`src/rtl/frame_buffer_arbiter.sv`:
```
// rtl/frame_buffer_arbiter.sv - single-port frame buffer arbiter: VGA reads first, buffered writes fill idle cycles.
// Define FRAME_BUFFER_ARBITER_STARVE_GUARD_EN to force a buffered write after MaxWait starved cycles.
module frame_buffer_arbiter #(
  parameter int HAddrSize = 11,
  parameter int VAddrSize = 11,
  parameter int FifoDepth = 4,
  parameter int MaxWait   = 16
) (
  input  logic                         clock,
  input  logic                         reset,
  input  logic                         vga_rd_req,
  input  logic [HAddrSize-1:0]         vga_addr_h,
  input  logic [VAddrSize-1:0]         vga_addr_v,
  output logic [2:0]                   vga_color,
  output logic                         vga_color_valid,
  input  logic                         wr_valid,
  output logic                         wr_ready,
  input  logic [HAddrSize-1:0]         wr_addr_h,
  input  logic [VAddrSize-1:0]         wr_addr_v,
  input  logic [2:0]                   wr_color,
  output logic                         mem_en,
  output logic                         mem_we,
  output logic [HAddrSize-1:0]         mem_addr_h,
  output logic [VAddrSize-1:0]         mem_addr_v,
  output logic [2:0]                   mem_wdata,
  input  logic [2:0]                   mem_rdata,
  output logic [$clog2(FifoDepth):0]   fifo_count,
  output logic [7:0]                   stall_count
);

  localparam int PW = $clog2(FifoDepth);
  localparam int CW = PW + 1;
  localparam logic [CW-1:0] DepthC = CW'(FifoDepth);

  if (FifoDepth < 2 || (FifoDepth & (FifoDepth - 1)) != 0 || MaxWait < 1) begin : g_param_check
    $error("frame_buffer_arbiter: FifoDepth must be a power of 2 >= 2 and MaxWait >= 1");
  end

  typedef enum logic [1:0] {
    GNT_NONE,
    GNT_READ,
    GNT_WRITE
  } grant_e;

  grant_e grant;
  logic   forced;
  logic   push, pop;

  logic [HAddrSize-1:0] buf_h_q [FifoDepth];
  logic [VAddrSize-1:0] buf_v_q [FifoDepth];
  logic [2:0]           buf_c_q [FifoDepth];

  logic [PW-1:0] wr_ptr_q, wr_ptr_d, rd_ptr_q, rd_ptr_d;
  logic [CW-1:0] count_q, count_d;
  logic          wr_ready_q, wr_ready_d;
  logic          rd_pend_q, rd_pend_d;
  logic [2:0]    vga_color_q, vga_color_d;
  logic          vga_valid_q, vga_valid_d;

`ifdef FRAME_BUFFER_ARBITER_STARVE_GUARD_EN
  localparam int WW = $clog2(MaxWait + 1);
  localparam logic [WW-1:0] MaxWaitC = WW'(MaxWait);
  logic [WW-1:0] wait_q, wait_d;
  logic [7:0]    stall_q, stall_d;

  assign forced = (count_q != '0) && (wait_q >= MaxWaitC);

  always_comb begin
    wait_d  = wait_q;
    stall_d = stall_q;
    if (pop || count_q == '0) begin
      wait_d = '0;
    end else if (wait_q != MaxWaitC) begin
      wait_d = wait_q + 1'b1;
    end
    // The read that loses to a forced write is dropped, not retried.
    if (forced && vga_rd_req && stall_q != 8'hFF) begin
      stall_d = stall_q + 8'd1;
    end
  end

  always_ff @(posedge clock or negedge reset) begin
    if (!reset) begin
      wait_q  <= '0;
      stall_q <= '0;
    end else begin
      wait_q  <= wait_d;
      stall_q <= stall_d;
    end
  end

  assign stall_count = stall_q;
`else
  assign forced      = 1'b0;
  assign stall_count = 8'd0;
`endif

  // Grant uses registered FIFO state only, so a fresh push is never written in its own cycle.
  always_comb begin
    grant = GNT_NONE;
    if (!reset) begin
      grant = GNT_NONE;
    end else if (forced) begin
      grant = GNT_WRITE;
    end else if (vga_rd_req) begin
      grant = GNT_READ;
    end else if (count_q != '0) begin
      grant = GNT_WRITE;
    end
  end

  assign push = wr_valid && wr_ready_q;
  assign pop  = (grant == GNT_WRITE);

  always_comb begin
    mem_en     = 1'b0;
    mem_we     = 1'b0;
    mem_addr_h = '0;
    mem_addr_v = '0;
    mem_wdata  = 3'b000;
    case (grant)
      GNT_READ: begin
        mem_en     = 1'b1;
        mem_addr_h = vga_addr_h;
        mem_addr_v = vga_addr_v;
      end
      GNT_WRITE: begin
        mem_en     = 1'b1;
        mem_we     = 1'b1;
        mem_addr_h = buf_h_q[rd_ptr_q];
        mem_addr_v = buf_v_q[rd_ptr_q];
        mem_wdata  = buf_c_q[rd_ptr_q];
      end
      default: begin
        mem_en = 1'b0;
      end
    endcase
  end

  always_comb begin
    wr_ptr_d = push ? wr_ptr_q + 1'b1 : wr_ptr_q;
    rd_ptr_d = pop ? rd_ptr_q + 1'b1 : rd_ptr_q;
    count_d  = count_q;
    case ({push, pop})
      2'b10:   count_d = count_q + 1'b1;
      2'b01:   count_d = count_q - 1'b1;
      default: count_d = count_q;
    endcase
    wr_ready_d  = (count_d < DepthC);
    rd_pend_d   = (grant == GNT_READ);
    vga_valid_d = rd_pend_q;
    vga_color_d = rd_pend_q ? mem_rdata : vga_color_q;
  end

  always_ff @(posedge clock) begin
    if (push) begin
      buf_h_q[wr_ptr_q] <= wr_addr_h;
      buf_v_q[wr_ptr_q] <= wr_addr_v;
      buf_c_q[wr_ptr_q] <= wr_color;
    end
  end

  always_ff @(posedge clock or negedge reset) begin
    if (!reset) begin
      wr_ptr_q    <= '0;
      rd_ptr_q    <= '0;
      count_q     <= '0;
      wr_ready_q  <= 1'b0;
      rd_pend_q   <= 1'b0;
      vga_color_q <= 3'b000;
      vga_valid_q <= 1'b0;
    end else begin
      wr_ptr_q    <= wr_ptr_d;
      rd_ptr_q    <= rd_ptr_d;
      count_q     <= count_d;
      wr_ready_q  <= wr_ready_d;
      rd_pend_q   <= rd_pend_d;
      vga_color_q <= vga_color_d;
      vga_valid_q <= vga_valid_d;
    end
  end

  assign wr_ready        = wr_ready_q;
  assign fifo_count      = count_q;
  assign vga_color       = vga_color_q;
  assign vga_color_valid = vga_valid_q;

endmodule

```
`config.mk`:
```
export PLATFORM = sky130hd
export DESIGN_NAME = frame_buffer_arbiter
export DESIGN_NICKNAME = d
export VERILOG_FILES = /design/src/rtl/frame_buffer_arbiter.sv
export SDC_FILE = /design/constraint.sdc
export NUM_CORES = 1
export LEC_CHECK = 0
export ABC_AREA = 1
export ABC_CLOCK_PERIOD_IN_PS = 2000
export CAP_MARGIN = 10
export CELL_PAD_IN_SITES_DETAIL_PLACEMENT = 1
export CELL_PAD_IN_SITES_GLOBAL_PLACEMENT = 1
export CORE_MARGIN = 2
export CORE_UTILIZATION = 36
export CTS_CLUSTER_DIAMETER = 50
export DETAILED_ROUTE_END_ITERATION = 8
export MAX_ROUTING_LAYER = met4
export PLACE_DENSITY_LB_ADDON = 0.1
export SYNTH_ARGS = -nofsm -noshare
export SYNTH_HDL_FRONTEND = slang
export SYNTH_SLANG_ARGS = --single-unit
```
`constraint.sdc`:
```
create_clock -name clock -period 2 [get_ports clock]
set_input_delay 0.2 -clock clock [delete_from_list [all_inputs] [get_ports clock]]
set_output_delay 0.2 -clock clock [all_outputs]
set_load 0.02 [all_outputs]
```
==> results of run 1 <==
[cell type report]
type / instances / area (um^2)
sequential: 113 / 3330
multi-input combinational: 270 / 1510
clock buffer: 18 / 429
tap: 176 / 220
fill: 1388 / 6070
inverter: 21 / 88.8
clock inverter: 13 / 193
timing repair inverter: 1 / 6.26
timing repair buffer: 130 / 1340
[layer usage]
metal / vias up / GRT usage / share of wire
li1: 1681 / - / -
met2: 73 / 0.333 / 0.53
met5: - / - / 0
met3: 15 / 0.0651 / 0.042
met1: 1733 / 0.221 / 0.41
met4: 0 / 0.0588 / 0.011
[worst reg2reg max path, delay by kind of cell (launching register included)]
family / cells / cell delay [ns]
adders and majority gates: 2 / 0.59
DFF: 1 / 0.41
and+or+nand+nor: 5 / 0.40
buffers and inverters: 3 / 0.27
AOI/OAI and AO/OA: 1 / 0.08
[flip-flops by register name, indices dropped and copies added, names as in the netlist, named ones only]
register         flops
vga_color_valid      1
buf_v_q             44
wr_ptr_q             2
vga_color            3
wr_ready             1
buf_h_q             44
fifo_count           2
rd_pend_q            1
rd_ptr_q             2
buf_c_q             12
[repair_timing]
action,4_1_cts,5_1_grt
gates cloned,3,1
pin swaps,1,26
endpoints found under the setup margin,27,22
buffers inserted,7,5
gates resized for setup,110,88
[synth_stat cells, types with 2 or more instances]
| cell | instances | share of area |
|---|---|---|
| nand2_1 | 165 | 0.13 |
| mux2_2 | 3 | 0.0070 |
| buf_4 | 16 | 0.025 |
| edfxtp_1 | 100 | 0.62 |
| dfrtp_1 | 13 | 0.067 |
| nor2_1 | 6 | 0.0047 |
| buf_6 | 4 | 0.0093 |
| a21oi_1 | 4 | 0.0041 |
| nand3_1 | 68 | 0.071 |
| inv_1 | 19 | 0.015 |
| buf_2 | 8 | 0.0083 |
| ha_1 | 5 | 0.013 |
| xor2_1 | 2 | 0.0036 |
| nand3_2 | 3 | 0.0062 |
[power breakdown]
group | switching, mW | internal (mW)
Combinational | 2.18 | 1.59
Sequential | 0.198 | 3.03
Clock | 1.03 | 2.18
[final timing paths]
kind | start | end | slack (ns) | depth (start not counted)
worst max-delay path | rd_ptr_q[0]$_DFFE_PN0N_ | mem_addr_v[2] | 0.05 | 8
worst min-delay path | reset | rd_ptr_q[1]$_DFFE_PN0N_ | 0.25 | 2
worst max register to register | fifo_count[1]$_DFFE_PN0N_ | wr_ready$_DFF_PN0_ | 0.15 | 11
worst min register to register | rd_pend_q$_DFF_PN0_ | vga_color_valid$_DFF_PN0_ | 0.47 | 0
max in group asynchronous | reset | rd_ptr_q[0]$_DFFE_PN0N_ | 1.56 | 2
min in group clock | mem_rdata[2] | vga_color[2]$_DFFE_PN0P_ | 0.41 | 2
[kinds of logic (layout without fill, tap and decap cells)]
family / after synthesis / count (layout) / share of synthesized area
buf+inv: 49 / 183 / 0.0594
fa+ha+maj: 6 / 6 / 0.0171
other cells: 1 / 8 / 0.000777
xor+xnor: 3 / 3 / 0.00544
simple gates: 244 / 244 / 0.212
compound gates: 6 / 6 / 0.00855
flops: 113 / 113 / 0.689
mux: 3 / 3 / 0.00700
==> impl_results.md, run 1 <==
- GPL Wtd Cong: 0.751
- Post-place setup slack: -0.160 ns
- Width of the die: 120 um
- Clk slew on worst S/H paths: 0.05 ns
- Area Overhead vs Synth: 47.5%
- Total number of vias: 3502
- Worst path max stage delay: 0.50 ns
- Clock sinks: 113
- Number of synthesized register bits: 113
- CTS tree: done
- I/O pin total: 97
- Arr. time, crit path: 1.75 ns
- Initial antenna violation count: 0
- First drt pass iteration count: 6
- CP required: 1.80 ns
- Cell family with most CP delay: buffers and inverters
- Largest net degree at the start of global routing: 20
- Non-Filler Instances: 742
- Commonest non-fill, non-tap cell in the layout: nand2_1
- Worst path slowest cell: dfrtp_2
- Worst-path cell chain: buf_6 -> buf_12 -> clkbuf_16 -> nand2_4 -> nand3_2 -> nand3_2 -> nand2_2 -> buf_6
- Cell Pwr Density: 1430 mW/mm^2
- Type of destination of the critical path: output port
- EDFF count, synth: 100
- ANT cells: 0
- RSZ-0062 raised after global routing: true
- Status: finished clean
- Global-route wire length before repair: 20300 um
- Most frequent cells in the layout: 136 x nand2_1, 100 x edfxtp_1, 61 x clkdlybuf4s50_1
- Buf+Inv Stages, Crit Path: 4
- Die area: 0.0144 mm^2
- Syn Area/Cell: 11.4 um^2
- Fmax: 513 MHz
- Final HPWL DP: 7950 um
- Final Hold Slack: 0.251 ns
- Crit Path Max Fanout: 5
- Final instance area: 0.00712 mm^2
- Cell count after synthesis: 425
- CTS H-tree lvls: 4
- Final core utilization: 0.540
- Synthesized cell area: 0.00483 mm^2
- Worst hold path class: primary input to asynchronous set/reset pin
- Placed Cells: 697
- Netlist cell types: 23
- Root Driver: clkbuf_16
- # Max-Cap Violations: 0
- Mean routed wirelength per cell: 17.6 um
- GRT Overall Usage: 0.196
- Final worst slack: 0.0523 ns
- Maximum vdd drop: 607 uV
- Placed inst area: 0.00610 mm^2
- Min cycle time layout: 1.95 ns
- Ratio of cells with drive above 1 in the final layout: 0.299
- Rows: 42
- Period utilization: 0.974
- Post-route clock skew: 0.00728 ns
- Sequential fraction of the synthesis area: 0.689
- Post-route setup TNS: 0 ns
- Async SR Flop Fraction: 0.115
- Fin nets: 614
- Drt drc: 0
- Setup violations, final: 0
- Core Area: 0.0132 mm^2
- Total global routing overflow: 0
- Die height: 120 um
- # port buffers: 88
- Worst Setup Start Kind: flop
- Number of global-route vias before repair: 3855
- Clock tree buffer depth: 2
- Kind of critical path: flop to output port
- Yosys warns: 0
- Vias per inst: 4.72
- Clk_lat worst skew: 0.42 ns
- Drt total wl: 13100 um
- Leakage power: 2.87 nW
- CTS Buf Count: 17
- Final hold viol count: 0
- Post-route ant nets: 0
- Top_reg_cell synth: edfxtp_1
- Starting density of the core: 0.366
- Drt initial violations: 145
- Design Power: 10.2 mW
- Final slew viol count: 0
- Hold_buf cts: 0
(Power assumes the default switching activity.)
==> inputs of run 2 (changes only) <==
--- a/config.mk
+++ b/config.mk
@@ -6,13 +6,12 @@
 export NUM_CORES = 1
 export LEC_CHECK = 0
 export ABC_AREA = 1
-export ABC_CLOCK_PERIOD_IN_PS = 2000
-export CAP_MARGIN = 10
+export ABC_CLOCK_PERIOD_IN_PS = 1590
 export CELL_PAD_IN_SITES_DETAIL_PLACEMENT = 1
 export CELL_PAD_IN_SITES_GLOBAL_PLACEMENT = 1
 export CORE_MARGIN = 2
 export CORE_UTILIZATION = 36
-export CTS_CLUSTER_DIAMETER = 50
+export CTS_CLUSTER_DIAMETER = 200
 export DETAILED_ROUTE_END_ITERATION = 8
 export MAX_ROUTING_LAYER = met4
 export PLACE_DENSITY_LB_ADDON = 0.1
==> constraint.sdc (replaced) <==
create_clock -name clock -period 1.59 [get_ports clock]
set_input_delay 0.159 -clock clock [delete_from_list [all_inputs] [get_ports clock]]
set_output_delay 0.159 -clock clock [all_outputs]
set_load 0.02 [all_outputs]
==> run 2 against run 1 <==
The run now ends with setup timing left. Sequential cell count unchanged. Hold slack got worse by 0.087 ns. Critical path depth unchanged. Final area increased by 8.9%. Wire length increased by 10%. Total power increased by 37%. Worst setup slack got worse by 0.30 ns. First-iteration DRC count decreased by 1.4%. Via count increased by 4.9%. Largest power group unchanged. Global-route usage increased by 1.1 points.
==> impl_results.md, run 2 (synthesis results as in run 1) <==
- Status: finished with violations
- Violated checks: setup timing
- Total global routing overflow: 0
- Worst path slowest cell: dfrtp_2
- CTS Buf Count: 17
- Fmax: 543 MHz
- Arr. time, crit path: 1.68 ns
- Die height: 120 um
- Clk_lat worst skew: 0.41 ns
- # port buffers: 88
- CP Depth: 8
- Cell family with most CP delay: buffers and inverters
- ANT cells: 0
- Drt initial violations: 143
- Kind of critical path: flop to output port
- Width of the die: 120 um
- GRT Overall Usage: 0.207
- Part of the power in registers: 0.293
- Initial antenna violation count: 0
- Logic gate share of total power: 0.430
- Drt drc: 0
- I/O pin total: 97
- CTS H-tree lvls: 4
- Period utilization: 1.16
- Total number of vias: 3674
- Commonest non-fill, non-tap cell in the layout: edfxtp_1
- CP required: 1.43 ns
- RSZ-0062 raised after global routing: true
- Most frequent cells in the layout: 100 x edfxtp_1, 93 x nand2_1, 62 x nand2_2
- Metal1 wirelength: 5880 um
- Cell Pwr Density: 1800 mW/mm^2
- Met3 wire len: 477 um
- # Max-Cap Violations: 0
- Clock power frac: 0.277
- Hold_buf cts: 0
- Reg-to-Reg End: wr_ready$_DFF_PN0_
- Top Metal Used: met4
- Maximum vdd drop: 879 uV
- Buf+Inv Stages, Crit Path: 4
- Core Area: 0.0132 mm^2
- CTS tree: done
- Mean routed wirelength per cell: 19.1 um
- Cell count of the worst reg-to-reg path: 11
- Post-route clock skew: 0.00598 ns
- Final slew viol count: 0
- Area Overhead vs Synth: 60.7%
- Design Power: 13.9 mW
- Number of global-route vias before repair: 3911
- Ratio of cells with drive above 1 in the final layout: 0.453
- Drt total wl: 14400 um
- Switching power: 4.85 mW
- Starting density of the core: 0.366
- Reg2reg setup slack: -0.18 ns
- Crit path launch: rd_ptr_q[0]$_DFFE_PN0N_
- Post-route ant nets: 0
- Pint: 9.10 mW
- Fin nets: 626
- Die area: 0.0144 mm^2
- Global-route wire length before repair: 21300 um
- Crit Path Max Fanout: 6
- GPL Wtd Cong: 0.786
- Min cycle time layout: 1.84 ns
- Final hold viol count: 0
- Worst path max stage delay: 0.43 ns
- Capture point of the worst path: mem_addr_h[7]
- Rows: 42
- Root Driver: clkbuf_16
- Largest net degree at the start of global routing: 22
- Final HPWL DP: 8290 um
- Final worst slack: -0.252 ns
- Vias per inst: 4.87
- Leakage power: 3.07 nW
- Type of destination of the critical path: output port
- Metal2 WL: 7770 um
- First drt pass iteration count: 4
- Clock sinks: 113
- Worst hold path class: primary input to asynchronous set/reset pin
- Launch point of the worst reg-to-reg path: fifo_count[0]$_DFFE_PN0N_
- Worst Setup Start Kind: flop
- Clock tree buffer depth: 2
- Final Hold Slack: 0.164 ns
- Biggest regs: buf_h_q x44, buf_v_q x44, buf_c_q x12
- Setup violations, final: 30
- Sw Ratio: 0.348
- Fillers: 1323
- Worst-path cell chain: clkinv_4 -> buf_12 -> buf_16 -> nand2_1 -> nand3_1 -> nand3_2 -> nand2_2 -> buf_6
- Clk slew on worst S/H paths: 0.05 ns
==> run 2: power groups by stage <==
stage               clock [mW]  sequential [mW]  combinational [mW]
finish                    3.86             4.09                6.00
global route              4.04             4.13                6.43
CTS                       3.90             4.05                5.03
detailed placement           0             4.06                4.36
global placement             0             4.04                4.25
floorplan                    0             4.11                2.22
==> run 2: through the flow <==
step / instance area (um^2) / util / setup slack [ns] / setup TNS [ns] / instances
6_report: 7760 / 0.588 / -0.252 / -5.39 / 754
5_1_grt: 7760 / 0.588 / -0.333 / -7.47 / 754
4_1_cts: 7210 / 0.547 / -0.224 / -5.23 / 748
3_5_place_dp: 6280 / 0.476 / -0.606 / -14.45 / 708
3_3_place_gp: 6280 / 0.476 / -0.610 / -13.90 / 708
2_1_floorplan: 4880 / - / -0.215 / -20.19 / 432
==> run 2: layer usage <==
layer | track usage | up-vias
met2 | 0.365 | 87
li1 | - | 1713
met4 | 0.0654 | 0
met3 | 0.0452 | 26
met1 | 0.235 | 1848
met5 | - | -
==> run 2: what timing repair did <==
item | in CTS | in global routing
setup buffers | 7 | 6
gates cloned | 2 | 3
resized for setup | 211 | 122
pin swaps | 11 | 43
setup endpoints to repair | 33 | 30
==> run 2: worst min-delay path by stage <==
| stage | start | slack (ns) | depth (start not counted) | endpoint |
|---|---|---|---|---|
| after floorplan | reset | -0.14 | 0 | asynchronous set/reset pin |
| after global placement | rd_pend_q$_DFF_PN0_ | 0.45 | 0 | vga_color_valid$_DFF_PN0_ |
| after detailed placement | rd_pend_q$_DFF_PN0_ | 0.45 | 0 | vga_color_valid$_DFF_PN0_ |
| after CTS | reset | 0.14 | 2 | wr_ptr_q[1]$_DFFE_PN0P_ |
| after global routing | reset | 0.20 | 2 | wr_ptr_q[0]$_DFFE_PN0P_ |
| final | reset | 0.16 | 2 | wr_ptr_q[0]$_DFFE_PN0P_ |
==> run 2: layout make-up <==
cell class,instances,area (um^2),share of cell area
Clock buffer,20,437,0.0563
Clock inverter,11,164,0.0211
Inverter,21,88.8,0.0115
Multi-Input combinational cell,270,1860,0.240
Sequential cell,113,3330,0.430
Tap cell,176,220,0.0284
Timing Repair Buffer,143,1650,0.213
